**src/rtl/regfile_read_arbiter_pkg.sv**
```systemverilog
// Shared constants and requester ids for the register-file read arbiter.
package regfile_read_arbiter_pkg;
  localparam int REG_ID_W = 5;
  localparam int XLEN     = 32;

  typedef enum logic [0:0] {
    REQ_RS  = 1'b0,
    REQ_LSB = 1'b1
  } req_id_e;
endpackage

```
**src/rtl/rr_arbiter.sv**
```systemverilog
// N-way round-robin arbiter; the search starts one past the last granted requester.
module rr_arbiter #(
  parameter int N   = 2,
  parameter int IDW = (N > 1) ? $clog2(N) : 1
) (
  input  logic           clk_i,
  input  logic           rst_i,
  input  logic           en_i,
  input  logic [N-1:0]   req_i,
  output logic [N-1:0]   gnt_o,
  output logic [IDW-1:0] gnt_id_o,
  output logic           gnt_valid_o
);
  logic [IDW-1:0] last_q;
  logic [IDW-1:0] last_d;
  logic [IDW-1:0] win_id_s;
  logic [IDW-1:0] cand_s;
  logic           found_s;
  logic           hit_s;

  always_comb begin
    win_id_s = '0;
    found_s  = 1'b0;
    cand_s   = '0;
    hit_s    = 1'b0;
    for (int k = 1; k <= N; k++) begin
      cand_s   = (int'(last_q) + k >= N) ? IDW'(int'(last_q) + k - N) : IDW'(int'(last_q) + k);
      hit_s    = !found_s && req_i[cand_s];
      win_id_s = hit_s ? cand_s : win_id_s;
      found_s  = found_s | hit_s;
    end
  end

  always_comb begin
    gnt_valid_o = en_i & !rst_i & found_s;
    gnt_id_o    = win_id_s;
    gnt_o       = gnt_valid_o ? ({{(N-1){1'b0}}, 1'b1} << win_id_s) : '0;
    last_d      = gnt_valid_o ? win_id_s : last_q;
  end

  // Pointer resets to N-1 so requester 0 is favoured first.
  always_ff @(posedge clk_i) begin
    if (rst_i) begin
      last_q <= IDW'(N - 1);
    end else begin
      last_q <= last_d;
    end
  end
endmodule

```
**src/rtl/regfile_read_arbiter.sv**
```systemverilog
// Shares the register-file read port between requesters, routes responses back to
// their owner and patches reads that race a same-edge ROB commit write.
module regfile_read_arbiter
  import regfile_read_arbiter_pkg::*;
#(
  parameter int N_REQ    = 2,
  parameter int RS_WIDTH = 2,
  parameter int ID_W     = (N_REQ > 1) ? $clog2(N_REQ) : 1
) (
  input  logic                         clk_in,
  input  logic                         rst_in,
  input  logic                         rdy_in,
  input  logic [N_REQ-1:0]             req_valid,
  output logic [N_REQ-1:0]             req_ready,
  input  logic [N_REQ-1:0]             req_rs1_flag,
  input  logic [N_REQ-1:0]             req_rs2_flag,
  input  logic [N_REQ*REG_ID_W-1:0]    req_rs1,
  input  logic [N_REQ*REG_ID_W-1:0]    req_rs2,
  input  logic [N_REQ*RS_WIDTH-1:0]    req_index,
  output logic                         rf_rs1_flag,
  output logic                         rf_rs2_flag,
  output logic [REG_ID_W-1:0]          rf_rs1,
  output logic [REG_ID_W-1:0]          rf_rs2,
  output logic [RS_WIDTH-1:0]          rf_index,
  input  logic                         rf_rsp_rs1_flag,
  input  logic                         rf_rsp_rs2_flag,
  input  logic [RS_WIDTH-1:0]          rf_rsp_index,
  input  logic [XLEN-1:0]              rf_rsp_rs1,
  input  logic [XLEN-1:0]              rf_rsp_rs2,
  input  logic                         rob_wr_en,
  input  logic [REG_ID_W-1:0]          rob_wr_rd,
  input  logic [XLEN-1:0]              rob_wr_data,
  output logic [N_REQ-1:0]             rsp_valid,
  output logic                         rsp_rs1_valid,
  output logic                         rsp_rs2_valid,
  output logic [RS_WIDTH-1:0]          rsp_index,
  output logic [XLEN-1:0]              rsp_rs1,
  output logic [XLEN-1:0]              rsp_rs2
);
  logic [REG_ID_W-1:0] rs1_arr_s [N_REQ];
  logic [REG_ID_W-1:0] rs2_arr_s [N_REQ];
  logic [RS_WIDTH-1:0] idx_arr_s [N_REQ];

  for (genvar g = 0; g < N_REQ; g++) begin : g_unpack
    assign rs1_arr_s[g] = req_rs1[g*REG_ID_W +: REG_ID_W];
    assign rs2_arr_s[g] = req_rs2[g*REG_ID_W +: REG_ID_W];
    assign idx_arr_s[g] = req_index[g*RS_WIDTH +: RS_WIDTH];
  end

  logic [ID_W-1:0] gnt_id_s;
  logic            gnt_valid_s;

  rr_arbiter #(.N(N_REQ), .IDW(ID_W)) u_arb (
    .clk_i      (clk_in),
    .rst_i      (rst_in),
    .en_i       (rdy_in),
    .req_i      (req_valid),
    .gnt_o      (req_ready),
    .gnt_id_o   (gnt_id_s),
    .gnt_valid_o(gnt_valid_s)
  );

  logic                rf_rs1_flag_q, rf_rs1_flag_d, rf_rs2_flag_q, rf_rs2_flag_d;
  logic [REG_ID_W-1:0] rf_rs1_q, rf_rs1_d, rf_rs2_q, rf_rs2_d;
  logic [RS_WIDTH-1:0] rf_index_q, rf_index_d;
  logic [ID_W-1:0]     owner_q, owner_d, owner2_q, owner2_d;
  logic                v2_q, v2_d, byp_en_q, byp_en_d;
  logic [REG_ID_W-1:0] s2_rs1_q, s2_rs1_d, s2_rs2_q, s2_rs2_d, byp_rd_q, byp_rd_d;
  logic [XLEN-1:0]     byp_data_q, byp_data_d;
  logic                rsp_fire_s;

  always_comb begin
    rf_rs1_flag_d = rf_rs1_flag_q;
    rf_rs2_flag_d = rf_rs2_flag_q;
    rf_rs1_d      = rf_rs1_q;
    rf_rs2_d      = rf_rs2_q;
    rf_index_d    = rf_index_q;
    owner_d       = owner_q;
    if (gnt_valid_s) begin
      rf_rs1_flag_d = req_rs1_flag[gnt_id_s];
      rf_rs2_flag_d = req_rs2_flag[gnt_id_s];
      rf_rs1_d      = rs1_arr_s[gnt_id_s];
      rf_rs2_d      = rs2_arr_s[gnt_id_s];
      rf_index_d    = idx_arr_s[gnt_id_s];
      owner_d       = gnt_id_s;
    end else if (rdy_in) begin
      rf_rs1_flag_d = 1'b0;
      rf_rs2_flag_d = 1'b0;
    end else begin
      owner_d = owner_q;
    end
  end

  // v2 marks a real read in stage 2, so reads in flight across a reset are dropped.
  always_comb begin
    owner2_d   = owner2_q;
    v2_d       = v2_q;
    s2_rs1_d   = s2_rs1_q;
    s2_rs2_d   = s2_rs2_q;
    byp_en_d   = byp_en_q;
    byp_rd_d   = byp_rd_q;
    byp_data_d = byp_data_q;
    if (rdy_in) begin
      owner2_d = owner_q;
      v2_d     = rf_rs1_flag_q | rf_rs2_flag_q;
      s2_rs1_d = rf_rs1_q;
      s2_rs2_d = rf_rs2_q;
      byp_en_d = rob_wr_en & (rob_wr_rd != 5'd0);
      if (byp_en_d) begin
        byp_rd_d   = rob_wr_rd;
        byp_data_d = rob_wr_data;
      end else begin
        byp_rd_d   = byp_rd_q;
        byp_data_d = byp_data_q;
      end
    end else begin
      v2_d = v2_q;
    end
  end

  always_ff @(posedge clk_in) begin
    if (rst_in) begin
      rf_rs1_flag_q <= 1'b0;
      rf_rs2_flag_q <= 1'b0;
      rf_rs1_q      <= '0;
      rf_rs2_q      <= '0;
      rf_index_q    <= '0;
      owner_q       <= '0;
      owner2_q      <= '0;
      v2_q          <= 1'b0;
      s2_rs1_q      <= '0;
      s2_rs2_q      <= '0;
      byp_en_q      <= 1'b0;
      byp_rd_q      <= '0;
      byp_data_q    <= '0;
    end else begin
      rf_rs1_flag_q <= rf_rs1_flag_d;
      rf_rs2_flag_q <= rf_rs2_flag_d;
      rf_rs1_q      <= rf_rs1_d;
      rf_rs2_q      <= rf_rs2_d;
      rf_index_q    <= rf_index_d;
      owner_q       <= owner_d;
      owner2_q      <= owner2_d;
      v2_q          <= v2_d;
      s2_rs1_q      <= s2_rs1_d;
      s2_rs2_q      <= s2_rs2_d;
      byp_en_q      <= byp_en_d;
      byp_rd_q      <= byp_rd_d;
      byp_data_q    <= byp_data_d;
    end
  end

  assign rf_rs1_flag = rf_rs1_flag_q;
  assign rf_rs2_flag = rf_rs2_flag_q;
  assign rf_rs1      = rf_rs1_q;
  assign rf_rs2      = rf_rs2_q;
  assign rf_index    = rf_index_q;

  // The register file returns the pre-write value when a commit lands on its sampling edge.
  always_comb begin
    rsp_fire_s    = rdy_in & !rst_in & v2_q & (rf_rsp_rs1_flag | rf_rsp_rs2_flag);
    rsp_valid     = rsp_fire_s ? ({{(N_REQ-1){1'b0}}, 1'b1} << owner2_q) : '0;
    rsp_rs1_valid = rf_rsp_rs1_flag;
    rsp_rs2_valid = rf_rsp_rs2_flag;
    rsp_index     = rf_rsp_index;
    rsp_rs1       = (byp_en_q && (byp_rd_q == s2_rs1_q)) ? byp_data_q : rf_rsp_rs1;
    rsp_rs2       = (byp_en_q && (byp_rd_q == s2_rs2_q)) ? byp_data_q : rf_rsp_rs2;
  end
endmodule
```
**config.mk**
```make
export PLATFORM = sky130hd
export DESIGN_NAME = regfile_read_arbiter
export DESIGN_NICKNAME = d
export VERILOG_FILES = /design/src/rtl/regfile_read_arbiter_pkg.sv /design/src/rtl/rr_arbiter.sv /design/src/rtl/regfile_read_arbiter.sv
export SDC_FILE = /design/constraint.sdc
export NUM_CORES = 1
export LEC_CHECK = 0
export BUFFER_PORTS_ARGS = -buffer_cell sky130_fd_sc_hd__buf_2
export CORE_UTILIZATION = 46
export CTS_CLUSTER_DIAMETER = 40
export DETAILED_ROUTE_END_ITERATION = 12
export PLACE_DENSITY = 0.86
export SLEW_MARGIN = 10
export SYNTH_ARGS = -nofsm -noshare
export SYNTH_HDL_FRONTEND = slang
export SYNTH_HIERARCHICAL = 1
export SYNTH_SLANG_ARGS = --single-unit
```
**constraint.sdc**
```tcl
create_clock -name clk_in -period 4.5 [get_ports clk_in]
set_clock_uncertainty 0.1 [all_clocks]
set_input_delay 0.9 -clock clk_in [delete_from_list [all_inputs] [get_ports clk_in]]
set_output_delay 0.9 -clock clk_in [all_outputs]
set_load 0.05 [all_outputs]
```
==> results of run 1 <==
[registers in the layout (all words and copies together) (netlist names), 2 cells and up]
name        flops
rf_rs2          5
rf_index        2
byp_data_q     32
byp_rd_q        5
s2_rs1_q        5
s2_rs2_q        5
rf_rs1          5
[synth_stat cells]
| cell | instances |
|---|---|
| a211oi_1 | 13 |
| a21boi_2 | 1 |
| a21oi_1 | 27 |
| a21oi_2 | 10 |
| a22oi_1 | 2 |
| a32oi_1 | 2 |
| and3_1 | 3 |
| and3b_1 | 1 |
| and4b_1 | 1 |
| buf_1 | 3 |
| buf_2 | 10 |
| buf_4 | 10 |
| buf_6 | 3 |
| clkbuf_1 | 8 |
| dfxtp_1 | 66 |
| mux2_1 | 18 |
| mux2_2 | 48 |
| mux2i_1 | 24 |
| nand2_1 | 61 |
| nand2_2 | 10 |
| nand2b_1 | 2 |
| nor2_1 | 33 |
| nor3b_1 | 1 |
| nor4_1 | 3 |
| nor4b_1 | 1 |
| o211a_1 | 1 |
| o211ai_2 | 1 |
| o21bai_1 | 1 |
| or4_4 | 1 |
| xnor2_1 | 2 |
| xor2_1 | 8 |
[final timing paths]
| check | endpoint | slack [ns] | depth (start not counted) |
|---|---|---|---|
| worst min register to register | byp_data_q[24] | 0.37 | 2 |
| worst max register to register | rf_rs1_flag | 2.93 | 5 |
| worst max-delay path | rsp_rs1[3] | 0.91 | 6 |
| worst min-delay path | byp_data_q[24] | 0.37 | 2 |
[final cells by class]
type                       count  area [µm²]  share of cell area (%)
clock buffer                  11         151                    3.16
multi-input combinational    275        1990                    41.6
clock inverter                 5        62.6                    1.31
sequential                    66        1320                    27.6
tap                           99         124                    2.59
timing repair buffer         225        1140                    23.8
[kinds of logic after synthesis]
group	Yosys count	synth area share [%]
AOI/OAI and AO/OA	58	11.3
DFF	66	37.8
xor gates and xnor gates	10	2.50
buffers and inverters	34	5.72
and+or+nand+nor	117	14.6
muxes	90	28.1
[per-stage QoR]
step	hold slack (ns)	util, %
finish	0.368	65.7
global placement	0.358	62.7
CTS	0.371	65.7
detailed placement	0.361	62.7
floorplan	0.342	-
global route	0.392	65.7
[worst min-delay path: cells and delay by family (launching register included)]
| kind | cells | cell delay [ns] |
|---|---|---|
| compound gates | 1 | 0.05 |
| flops | 1 | 0.32 |
| simple gates | 1 | 0.05 |
[metal layers]
metal | vias up | track usage (%)
li1 | 1703 | -
met1 | 1587 | 28.0
met2 | 149 | 40.5
met3 | 18 | 8.68
met4 | 0 | 14.9
met5 | - | 0
[report_power, final]
group	switching (mW)	internal, mW	total [mW]
Sequential	0.0236	0.612	0.636
Clock	0.234	0.288	0.522
Combinational	0.328	0.160	0.488
==> impl_metrics.json, run 1 <==
{
  "run_status": "finished clean",
  "wl_um": 10200,
  "gp_routability_congestion": 0.825,
  "clock_insertion_delay_worst_skew_ns": 0.34,
  "clock-sinks": 66,
  "final_power_mw": 1.65,
  "fin_area_mm2": 0.00479,
  "fin_crit_ns": 3.59,
  "fp.dieW_um": 89.2,
  "synth_largest_type_area_fraction_pct": 37.8,
  "post_route_cells_drive_above_1_share_pct": 53.8,
  "remaining_drc_errors": 0,
  "highest_cell_delay_on_the_worst_timing_path_ns": 0.48,
  "num_rows": 31,
  "routed-wl-met3_um": 796,
  "synthesis_warnings": 6,
  "power.ir.vdd_worst_mv": 0.219,
  "slew_headroom_pct": 21.4,
  "routed_via_density": 5.08,
  "worst_path_max_delay_cell": "and3_1",
  "critical_path.top_delay_family": "simple AND/OR/NAND/NOR gates",
  "htree_levels": 3,
  "clk_root_buffer_cell": "clkbuf_8",
  "antenna_cells": 0,
  "synthCells": 375,
  "starting_density_pct": 48.0,
  "type_of_the_worst_setup_path": "reg -> out",
  "dp_hpwl_um": 7710,
  "share_of_the_clock_period_used_by_the_worst_path_after_layout_pct": 79.7,
  "timing.critical_path.from_type": "flop",
  "rr_startpoint": "u_arb/last_q",
  "synthesis.area_mm2": 0.00350,
  "power_leakage_nw": 2.26,
  "die_area_mm2": 0.00796,
  "wl_met2_um": 5050,
  "num-fill-cells": 620,
  "register_bit_total_from_synthesis": 66,
  "grt_first_pass_wirelength_um": 14900,
  "worst-slew-pin-transition_ns": 1.17,
  "report.final.slew_viol_count": 0,
  "count_of_buffers_inserted_at_the_top_level_ports": 220,
  "core-area_mm2": 0.00729,
  "wl_per_cell_um": 15.0,
  "post_cts_buffers": 0,
  "final_cell_mix": "buf_2, dfxtp_1, nand2_1",
  "postLayoutSetupSlackWorst_ns": 0.912,
  "cp.buffers_inverters": 2,
  "area.growth.synth_to_final_pct": 36.9,
  "cts_buffers": 9,
  "cp_data_arrival_time_ns": 2.59,
  "finalHoldViolations": 0,
  "tritoncts": "done",
  "wirelength_met1_um": 4110,
  "cts_buffer_depth": 2,
  "dpl_worst_slack_ns": 1.26,
  "ant_nets": 0,
  "nNetsFinal": 716,
  "final-setup-viol-count": 0,
  "post_cts.resized_instances": 0,
  "antenna_found_initial": 0,
  "total_gr_overflow": 0,
  "setup_total_negative_slack_ns": 0,
  "dp_cells": 665,
  "grt_setup_unrepaired": "false",
  "maximum_number_of_pins_on_one_net_before_global_route_repair": 39,
  "fmax_mhz": 279,
  "synth_cell_type_count": 31,
  "required_ns": 3.50,
  "die_height_um": 89.2,
  "grt.total_usage_pct": 24.8,
  "post_synth.cell_area_avg_um2": 9.33,
  "ios": 225,
  "first_global_vias": 3144,
  "timing.max_cap.violations": 0,
  "path_clk_slew_ns": 0.08,
  "post_dp_cell_area_mm2": 0.00457,
  "worst-path-max-fanout": 23,
  "synth.yosys.seq_area_share_pct": 37.8,
  "num_vias": 3457,
  "post_cts_hold_buffer_count": 0,
  "stdcell_count": 681,
  "synthesis.nets": 514,
  "power_density_cells_mw_per_mm2": 344,
  "drt_first_pass_iters": 4,
  "synth.largest_area_cell": "dfxtp_1",
  "route.top_layer_used": "met4",
  "cp-startpoint": "byp_rd_q[3]",
  "crit_chain": "xor2_1 -> nor4_1 -> and3_1 -> buf_4 -> mux2_2 -> buf_2",
  "synth.top_cells.by_area": "dfxtp_1, mux2_2, mux2i_1",
  "hold_crit_path_type": "reg -> reg",
  "endpoint_type_of_the_worst_setup_path": "primary output",
  "min_from": "byp_data_q[24]",
  "first_iteration_detailed_routing_drc_count": 57,
  "final_common_cell": "buf_2"
}
No activity file was read; power rests on OpenSTA's default activity.
==> run 2, diff against run 1 <==
--- a/config.mk
+++ b/config.mk
@@ -6,10 +6,10 @@
 export NUM_CORES = 1
 export LEC_CHECK = 0
 export BUFFER_PORTS_ARGS = -buffer_cell sky130_fd_sc_hd__buf_2
-export CORE_UTILIZATION = 46
+export CORE_UTILIZATION = 43
 export CTS_CLUSTER_DIAMETER = 40
 export DETAILED_ROUTE_END_ITERATION = 12
-export PLACE_DENSITY = 0.86
+export PLACE_DENSITY = 0.81
 export SLEW_MARGIN = 10
 export SYNTH_ARGS = -nofsm -noshare
 export SYNTH_HDL_FRONTEND = slang
==> constraint.sdc (replaced) <==
create_clock -name clk_in -period 3.4 [get_ports clk_in]
set_clock_uncertainty 0.1 [all_clocks]
set_input_delay 0.68 -clock clk_in [delete_from_list [all_inputs] [get_ports clk_in]]
set_output_delay 0.68 -clock clk_in [all_outputs]
set_load 0.05 [all_outputs]
==> impl_metrics.json, run 2 (synthesis gave the netlist of run 1 again) <==
{
  "report.final.slew_viol_count": 0,
  "slew_headroom_pct": 25.8,
  "worst-slew-pin-transition_ns": 1.11,
  "cts_buffer_depth": 2,
  "fin_crit_ns": 3.13,
  "fmax_mhz": 319,
  "wl_per_cell_um": 14.3,
  "wl_um": 9810,
  "tritoncts": "done",
  "finalHoldViolations": 0,
  "endpoint_type_of_the_worst_setup_path": "primary output",
  "ios": 225,
  "min_from": "byp_data_q[26]",
  "postLayoutSetupSlackWorst_ns": 0.270,
  "registers.top_by_ff_count": "byp_data_q",
  "r2r_end": "rf_rs2_flag",
  "count_of_buffers_inserted_at_the_top_level_ports": 220,
  "ant_nets": 0,
  "nNetsFinal": 720,
  "starting_density_pct": 44.8,
  "drt_first_pass_iters": 4,
  "routed_via_density": 5.00,
  "cts_buffers": 9,
  "clk_root_buffer_cell": "clkbuf_8",
  "final-setup-viol-count": 0,
  "post_cts_hold_buffer_count": 0,
  "fp.dieW_um": 92.2,
  "post_cts_buffers": 0,
  "die_height_um": 92.2,
  "gp_routability_congestion": 0.803,
  "post_route_cells_drive_above_1_share_pct": 54.1,
  "post_cts.resized_instances": 0,
  "worst_hold_slack_ns": 0.376,
  "timing.max_cap.violations": 0,
  "final_cell_mix": "buf_2, dfxtp_1, nand2_1",
  "timing.critical_path.from_type": "flop",
  "type_of_the_worst_setup_path": "reg -> out",
  "clock-sinks": 66,
  "path_clk_slew_ns": 0.07,
  "rr_startpoint": "u_arb/last_q",
  "grt_first_pass_wirelength_um": 15200,
  "final_common_cell": "buf_2",
  "power_leakage_nw": 2.29,
  "min_path_cells": 2,
  "share_of_the_clock_period_used_by_the_worst_path_after_layout_pct": 92.1,
  "dpl_worst_slack_ns": 0.649,
  "antenna_found_initial": 0,
  "antenna_cells": 0,
  "first_iteration_detailed_routing_drc_count": 68,
  "num_vias": 3443,
  "cp_data_arrival_time_ns": 2.35,
  "die_area_mm2": 0.00850,
  "maximum_number_of_pins_on_one_net_before_global_route_repair": 36,
  "dp_hpwl_um": 7640,
  "rrSetupSlack_ns": 1.88,
  "run_status": "finished clean",
  "htree_levels": 3,
  "worst-path-max-fanout": 32,
  "hold_crit_path_type": "reg -> reg",
  "grt.total_usage_pct": 22.7,
  "total_gr_overflow": 0,
  "power.ir.vdd_worst_mv": 0.268,
  "final_core_util_pct": 62.1,
  "ff2ff_path_depth": 5,
  "core-area_mm2": 0.00781,
  "setup_total_negative_slack_ns": 0,
  "remaining_drc_errors": 0,
  "power_density_cells_mw_per_mm2": 459,
  "largest_register_ff_count": 32,
  "clock_insertion_delay_worst_skew_ns": 0.34,
  "num_rows": 32,
  "grt_setup_unrepaired": "false",
  "area.growth.synth_to_final_pct": 38.6,
  "holdPathEnd": "byp_data_q[26]",
  "first_global_vias": 3351,
  "required_ns": 2.62
}
## run 2: changes by cell type in the layout (fill, tap and decap cells not counted)
cell,delta
clkbuf_8,-1
clkinvlp_4,-1
bufinv_16,+1
buf_4,+3
clkinv_2,+1
buf_12,+1
## run 2: final cells by class
class	instances	area [µm²]
multi-input cells	275	1990
flip-flops and latches	66	1320
clock buffers	10	138
repair buffers	229	1180
clock inverters	6	90.1
fillers	672	2960
well taps	102	128
## run 2: worst max path at each step
stage	startpoint	end	slack, ns
after floorplan	rdy_in	rsp_valid[1]	0.05
after global placement	byp_rd_q[3]	rsp_rs2[23]	0.75
after detailed placement	byp_rd_q[0]	rsp_rs2[9]	0.65
after CTS	byp_rd_q[0]	rsp_rs2[9]	0.27
after global routing	byp_rd_q[0]	rsp_rs2[23]	0.12
final	byp_rd_q[0]	rsp_rs2[9]	0.27
## run 2: layer usage
metal  part of all wire (%)  up-vias  track usage [%]
met4                    2.0        0             10.2
met5                      0        -                0
li1                       -     1708                -
met3                    6.5       22             4.81
met2                     51      150             42.4
met1                     40     1563             24.1
## run 2: through the flow
step                cell area (µm²)  instances  total power [mW]
detailed placement             4620        672              1.51
CTS                            4850        688              2.25
floorplan                      3500        375              1.33
finish                         4850        688              2.23
global route                   4850        688              2.33
global placement               4620        672              1.49
## run 2: power by group
group	switching, mW	leakage (nW)	internal, mW	total (mW)
clock	0.305	0.112	0.434	0.739
combinational	0.431	1.64	0.216	0.647
sequential	0.0301	0.540	0.810	0.841
## run 2: worst max-delay path, cell delays in order (launching register included)
cell	delay, ns
dfxtp_1	0.35
xor2_1	0.18
nor4_1	0.28
and3_1	0.20
buf_4	0.39
mux2_2	0.39
buf_2	0.21
==> run 3, diff against run 2 <==
--- a/config.mk
+++ b/config.mk
@@ -7,9 +7,9 @@
 export LEC_CHECK = 0
 export BUFFER_PORTS_ARGS = -buffer_cell sky130_fd_sc_hd__buf_2
 export CORE_UTILIZATION = 43
-export CTS_CLUSTER_DIAMETER = 40
 export DETAILED_ROUTE_END_ITERATION = 12
 export PLACE_DENSITY = 0.81
+export REMOVE_ABC_BUFFERS = 1
 export SLEW_MARGIN = 10
 export SYNTH_ARGS = -nofsm -noshare
 export SYNTH_HDL_FRONTEND = slang
==> impl_metrics.json, run 3 (synthesis gave the netlist of run 1 again) <==
{
  "power_density_cells_mw_per_mm2": 442,
  "fin_crit_ns": 3.10,
  "post_dp_cell_area_mm2": 0.00461,
  "met2_capacity_usage_during_global_routing_pct": 41.2,
  "nNetsFinal": 718,
  "fmax_mhz": 323,
  "die_height_um": 92.2,
  "cts_buffer_depth": 2,
  "timing.max_cap.violations": 0,
  "post_route_cells_drive_above_1_share_pct": 53.9,
  "post_cts_hold_buffer_count": 0,
  "timing.critical_path.from_type": "flop",
  "fp.dieW_um": 92.2,
  "grt-busiest-layer": "met2",
  "run_status": "finished clean",
  "wl_per_cell_um": 13.9,
  "die_area_mm2": 0.00850,
  "final_power_mw": 2.12,
  "final_common_cell": "buf_2",
  "grt.total_usage_pct": 22.5,
  "power.ir.vdd_worst_mv": 0.261,
  "fin_area_mm2": 0.00480,
  "type_of_the_worst_setup_path": "reg -> out",
  "remaining_drc_errors": 0,
  "path_clk_slew_ns": 0.07,
  "hold_crit_path_type": "reg -> reg",
  "worst-path-max-fanout": 32,
  "cts_buffers": 9,
  "final-setup-viol-count": 0,
  "clock_insertion_delay_worst_skew_ns": 0.34,
  "num_rows": 32,
  "dp_cells": 670,
  "area.growth.synth_to_final_pct": 37.2,
  "largest_register_ff_count": 32,
  "maximum_number_of_pins_on_one_net_before_global_route_repair": 45,
  "first_global_vias": 3370,
  "global_route.usage.met1_pct": 23.2,
  "antenna_found_initial": 0,
  "drt_first_pass_iters": 4,
  "dp_hpwl_um": 7160,
  "post_cts_buffers": 0,
  "first_iteration_detailed_routing_drc_count": 55,
  "wl_um": 9520,
  "starting_density_pct": 44.8,
  "tritoncts": "done",
  "htree_levels": 3,
  "post_cts.resized_instances": 0,
  "grt_first_pass_wirelength_um": 15000,
  "num_vias": 3450,
  "slew_headroom_pct": 24.9,
  "antenna_cells": 0,
  "grt.met3_usage_pct": 6.72,
  "required_ns": 2.62,
  "total_gr_overflow": 0,
  "clk_root_buffer_cell": "clkbuf_8",
  "share_of_the_clock_period_used_by_the_worst_path_after_layout_pct": 91.1,
  "worst_hold_slack_ns": 0.368,
  "report.final.slew_viol_count": 0,
  "count_of_buffers_inserted_at_the_top_level_ports": 220,
  "cp_data_arrival_time_ns": 2.32,
  "ant_nets": 0,
  "final_cell_mix": "buf_2, dfxtp_1, nand2_1",
  "worst-slew-pin-transition_ns": 1.13,
  "stdcell_count": 685,
  "routed_via_density": 5.04,
  "power_leakage_nw": 2.27,
  "registers.top_by_ff_count": "byp_data_q",
  "core-area_mm2": 0.00781,
  "gp_routability_congestion": 0.806,
  "endpoint_type_of_the_worst_setup_path": "primary output",
  "finalHoldViolations": 0,
  "grt_setup_unrepaired": "false",
  "clock-sinks": 66,
  "ios": 225,
  "setup_total_negative_slack_ns": 0
}
run 3: layout make-up:
type | count | area, µm²
clock inverters | 5 | 55.1
fillers | 675 | 3010
multi-input cells | 275 | 1990
flip-flops and latches | 66 | 1320
well taps | 102 | 128
repair buffers | 227 | 1170
clock buffers | 10 | 138
run 3: metal layers:
layer / wire length, µm / vias up
met5: 0 / -
met1: 3660 / 1559
met4: 245 / 0
li1: - / 1704
met3: 610 / 25
met2: 5000 / 162
run 3: report_power, final:
part           leakage (nW)  internal, mW  switching (mW)
clock network        0.0941         0.351           0.285
logic                  1.63         0.214           0.430
registers             0.540         0.811          0.0297
total                  2.27          1.38           0.745
run 3: stage by stage:
stage | utilization (%) | setup slack [ns]
floorplan | - | 0.243
global placement | 59.0 | 0.665
detailed placement | 59.0 | 0.655
CTS | 61.5 | 0.257
global route | 61.5 | 0.201
finish | 61.5 | 0.304
run 3: final timing paths:
| path | startpoint | slack [ns] | cells past startpoint | to |
|---|---|---|---|---|
| min reg2reg | byp_data_q[29] | 0.37 | 2 | byp_data_q[29] |
| max | byp_rd_q[0] | 0.30 | 6 | rsp_rs2[9] |
| max reg2reg | u_arb/last_q | 1.89 | 5 | rf_rs2_flag |
| min | byp_data_q[29] | 0.37 | 2 | byp_data_q[29] |
run 3: worst max-delay path, stage by stage (launching register included):
cell     delay, ns
dfxtp_1       0.35
xor2_1        0.18
nor4_1        0.24
and3_1        0.18
buf_4         0.39
mux2_2        0.41
buf_2         0.22
